`src/rtl/reg_bank_decoded.sv`:
```
// reg_bank_decoded: parametrised register bank with generalised write decoder, bypass reads and hazard-tracking status
module reg_bank_decoded #(
  parameter int WIDTH   = 32,
  parameter int ADDR_W  = 4,
  parameter int NREAD   = 2,
  parameter int ZERO_R0 = 1,
  parameter int BYPASS  = 1
) (
  input  logic                     clk,
  input  logic                     reset,
  input  logic                     wr_en,
  input  logic [ADDR_W-1:0]        wr_addr,
  input  logic [WIDTH-1:0]         wr_data,
  input  logic [NREAD*ADDR_W-1:0]  rd_addr,
  output logic [NREAD*WIDTH-1:0]   rd_data,
  input  logic                     clr_dirty,
  output logic [2**ADDR_W-1:0]     wr_onehot,
  output logic [2**ADDR_W-1:0]     dirty,
  output logic [15:0]              wr_count
);
  localparam int DEPTH = 2**ADDR_W;
  // bit 0 of the decode is masked off when register 0 is hardwired to zero
  localparam logic [DEPTH-1:0] WE_MASK = {{(DEPTH-1){1'b1}}, 1'(ZERO_R0 == 0)};
  logic [WIDTH-1:0] regs_q [DEPTH];
  logic [WIDTH-1:0] regs_d [DEPTH];
  logic [DEPTH-1:0] we_vec;
  logic [DEPTH-1:0] wr_onehot_q, wr_onehot_d;
  logic [DEPTH-1:0] dirty_q, dirty_d;
  logic [15:0]      wr_count_q, wr_count_d;
  always_comb begin
    we_vec = (wr_en ? (DEPTH'(1) << wr_addr) : '0) & WE_MASK;
    for (int i = 0; i < DEPTH; i++) regs_d[i] = we_vec[i] ? wr_data : regs_q[i];
    wr_onehot_d = we_vec;
    dirty_d     = (clr_dirty ? '0 : dirty_q) | we_vec;
    wr_count_d  = wr_count_q + 16'(|we_vec);
  end
  always_ff @(posedge clk or posedge reset) begin
    if (reset) begin
      for (int i = 0; i < DEPTH; i++) regs_q[i] <= '0;
      wr_onehot_q <= '0;
      dirty_q     <= '0;
      wr_count_q  <= '0;
    end else begin
      for (int i = 0; i < DEPTH; i++) regs_q[i] <= regs_d[i];
      wr_onehot_q <= wr_onehot_d;
      dirty_q     <= dirty_d;
      wr_count_q  <= wr_count_d;
    end
  end
  for (genvar k = 0; k < NREAD; k++) begin : g_rd
    logic [ADDR_W-1:0] a;
    assign a = rd_addr[k*ADDR_W +: ADDR_W];
    assign rd_data[k*WIDTH +: WIDTH] = (ZERO_R0 != 0 && a == '0) ? '0 :
                                       (BYPASS != 0 && we_vec[a]) ? wr_data : regs_q[a];
  end
  assign wr_onehot = wr_onehot_q;
  assign dirty     = dirty_q;
  assign wr_count  = wr_count_q;
endmodule
```
`config.mk`:
```
export PLATFORM = sky130hd
export DESIGN_NAME = reg_bank_decoded
export DESIGN_NICKNAME = d
export VERILOG_FILES = /design/src/rtl/reg_bank_decoded.sv
export SDC_FILE = /design/constraint.sdc
export NUM_CORES = 2
export LEC_CHECK = 0
export ABC_AREA = 0
export CAP_MARGIN = 10
export CORE_ASPECT_RATIO = 0.9
export CORE_MARGIN = 4
export CORE_UTILIZATION = 50
export CTS_CLUSTER_SIZE = 25
export DETAILED_ROUTE_END_ITERATION = 6
export PLACE_DENSITY = 0.69
export SYNTH_ARGS = -nofsm -noshare
export SYNTH_HDL_FRONTEND = slang
export SYNTH_SLANG_ARGS = --single-unit
```
`constraint.sdc`:
```
create_clock -name clk -period 22.9 [get_ports clk]
set_input_delay 3.435 -clock clk [delete_from_list [all_inputs] [get_ports clk]]
set_output_delay 3.435 -clock clk [all_outputs]
set_load 0.1 [all_outputs]
```
==> results.sh <==
export IMPL_worst_slew_margin_rel=0.144
export IMPL_final_core_util=0.573
export IMPL_drtIter0Drc=1893
export IMPL_grt_usage=0.275
export IMPL_die_x_um=259
export IMPL_cp_top_family="buffers and inverters"
export IMPL_clk_latency_ns=0.61
export IMPL_drv_slew=0
export IMPL_finalSetupViolCount=0
export IMPL_drt_wl_total_um=83300
export IMPL_post_cts_buffers=0
export IMPL_maxCapViolations=0
export IMPL_finalCritPeriodShare=0.498
export IMPL_critPathLaunchType="input port"
export IMPL_cts_buffers=56
export IMPL_reg2regPathDepth=5
export IMPL_status="complete, no violations"
export IMPL_path_cells="buf_6 -> buf_4 -> a32oi_1 -> o32ai_4 -> buf_4 -> a211oi_1 -> a21o_1 -> clkdlybuf4s50_1"
export IMPL_drt_pass1_iter_count=5
export IMPL_hold_path_class="register to register"
export IMPL_criticalPathCategory="input port to output port"
export IMPL_die_area_um2=60500
export IMPL_cts_tree="yes"
export IMPL_finalHoldViolations=0
export IMPL_totalNegativeSetupSlack_ns=0
export IMPL_cts_root_buf="clkbuf_16"
export IMPL_vias=18822
export IMPL_yosysMostFrequentCell="dfrtp_1"
export IMPL_peakVddDrop_mv=0.0737
export IMPL_drive_above_1_share=0.404
export IMPL_crit_arrival_ns=7.97
export IMPL_ant_nets=0
export IMPL_p_leak_nw=13.8
export IMPL_synth_top_area_share=0.465
export IMPL_fin_skew_ns=0.00853
export IMPL_avgRoutedWirePerCell_um=28.9
export IMPL_clock_sinks=526
export IMPL_synth_area_top_cells="dfrtp_1 47%, mux2_2 19%, mux4_2 13%"
export IMPL_n_fill_cell=4460
export IMPL_cts_hold_buf=0
export IMPL_placed_area_um2=30100
export IMPL_antenna_found_initial=2
export IMPL_cp_max_fo=54
export IMPL_end_kind="output port"
export IMPL_syn_inst=2020
export IMPL_critPathBufInv=4
export IMPL_slowest_stage="clkdlybuf4s50_1"
export IMPL_cp_required_ns=19.47
export IMPL_r2r_end="wr_count[13]"
export IMPL_area_growth_pct=13.0
export IMPL_htree_levels=2
export IMPL_fin_area_um2=32000
export IMPL_ys_types=48
export IMPL_grt_pass1_vias=19482
export IMPL_async_reset_ff_frac=1.00
export IMPL_crit_start="rd_addr[5]"
export IMPL_rows=82
export IMPL_netlist_top_cells_count="526 x dfrtp_1, 490 x mux2_2, 169 x mux4_2"
export IMPL_core_um2=55800
export IMPL_cp_num_cells=8
export IMPL_fin_crit_ns=11.40
export IMPL_gr_total_overflow=0
export IMPL_ys_flop_type="dfrtp_1"
export IMPL_synth_edf_count=0
export IMPL_tightestPinTransition_ns=1.28
export IMPL_critical_path_max_stage_delay_ns=0.96
export IMPL_start_util=0.507
export IMPL_fmax_mhz=87.7
export IMPL_ctsResizeCount=0
export IMPL_synth_area_leader_cell="dfrtp_1"
export IMPL_nets=2135
export IMPL_yosys_warnings=0
export IMPL_synth_seq_area_share=0.465
export IMPL_clock_tree_buffer_depth=3
export IMPL_die_h_um=234
export IMPL_dp_hpwl_um=48200
export IMPL_avgSynthCellArea_um2=14.0
export IMPL_p_per_area_nw_per_um2=97.0
export IMPL_r2r_start="wr_count[5]"
export IMPL_reg2reg_slack_ns=21.29
export IMPL_grt_max_degree=118
export IMPL_rsz0062_at_grt="no"
export IMPL_netlist_area_um2=28300
export IMPL_crit_end="rd_data[45]"
export IMPL_grt_pass1_wl_um=126000
export IMPL_path_common_cell="buf_4"
export IMPL_drc=0
export IMPL_io_pins=160
export IMPL_port_buffers=157
export IMPL_ys_ff_latch=526
export IMPL_finalPower_mw=3.10
export IMPL_clkSlewWorstSetupHoldPaths_ns=0.06
export IMPL_viasPerCell=6.52
export IMPL_place_gp_congestion=0.818
## layout by cell type (no fill, tap or decap), types with 22 or more instances in the layout
cell type	Yosys	final
a211oi_1	22	22
clkbuf_16	0	57
mux4_2	169	169
a221oi_1	42	42
clkdlybuf4s50_1	0	149
a2111oi_2	31	31
dfrtp_1	526	526
o22ai_1	24	24
a21o_1	75	75
nor2_1	74	67
mux2_2	490	490
nand2_1	110	109
buf_4	21	44
mux2i_1	128	128
## flip-flops by register name, indices dropped and copies added (netlist names)
signal,cells
regs_q,480
wr_count,16
dirty,15
wr_onehot,15
## cells by family after synthesis
| logic type | after synthesis | synth area share |
|---|---|---|
| buffers and inverters | 206 | 0.0408 |
| other | 1 | 0.000132 |
| xor gates and xnor gates | 20 | 0.00619 |
| adders and majority gates | 3 | 0.00133 |
| and+or+nand+nor | 235 | 0.0353 |
| DFF | 526 | 0.465 |
| muxes | 787 | 0.375 |
| AOI/OAI and AO/OA | 242 | 0.0766 |
## layer usage
metal | routed length (um) | vias up | GRT usage | part of all wire
met5 | 13 | - | 0 | 0.00016
met4 | 2240 | 2 | 0.0825 | 0.027
met3 | 6070 | 158 | 0.0477 | 0.073
met2 | 40300 | 813 | 0.450 | 0.48
met1 | 34600 | 10043 | 0.381 | 0.42
li1 | - | 7806 | - | -
## worst register-to-register path, cell delays in order (launching register included)
cell and delay, ns:
dfrtp_1 0.43, nand3_1 0.16, or3_1 0.40, nor2_1 0.24
nand3_1 0.13, xnor2_1 0.14
## worst min path at each step
stage	startpoint	end	slack [ns]	cells past startpoint
finish	wr_count[15]	wr_count[15]	0.48	1
floorplan	regs_q[224]	regs_q[224]	0.46	2
global route	wr_count[15]	wr_count[15]	0.49	1
CTS	wr_count[15]	wr_count[15]	0.48	1
global placement	dirty[2]	dirty[2]	0.46	1
detailed placement	wr_count[15]	wr_count[15]	0.47	1
## per-stage QoR
stage | setup WS, ns | cells | hold slack [ns]
after floorplan | 4.77 | 2021 | 0.459
after global placement | 11.48 | 2782 | 0.460
after detailed placement | 11.50 | 2782 | 0.469
after CTS | 11.50 | 2884 | 0.478
after global routing | 11.33 | 2884 | 0.486
final | 11.50 | 2885 | 0.477
## area by class of cell
| type | count | area, um2 | share of cell area |
|---|---|---|---|
| diodes | 1 | 2.50 | 0.0000782 |
| clock buffers | 80 | 1620 | 0.0507 |
| clock inverters | 22 | 244 | 0.00763 |
| inverters | 10 | 45.0 | 0.00141 |
| multi-input cells | 1289 | 14100 | 0.440 |
| flip-flops and latches | 526 | 13200 | 0.411 |
| well taps | 756 | 946 | 0.0296 |
| repair buffers | 201 | 1890 | 0.0590 |
## power breakdown
| part | internal (mW) | total [mW] | switching, mW |
|---|---|---|---|
| clock | 0.547 | 0.929 | 0.383 |
| sequential | 1.13 | 1.29 | 0.153 |
| combinational | 0.408 | 0.888 | 0.480 |
No activity file was read; power rests on OpenSTA's default activity.
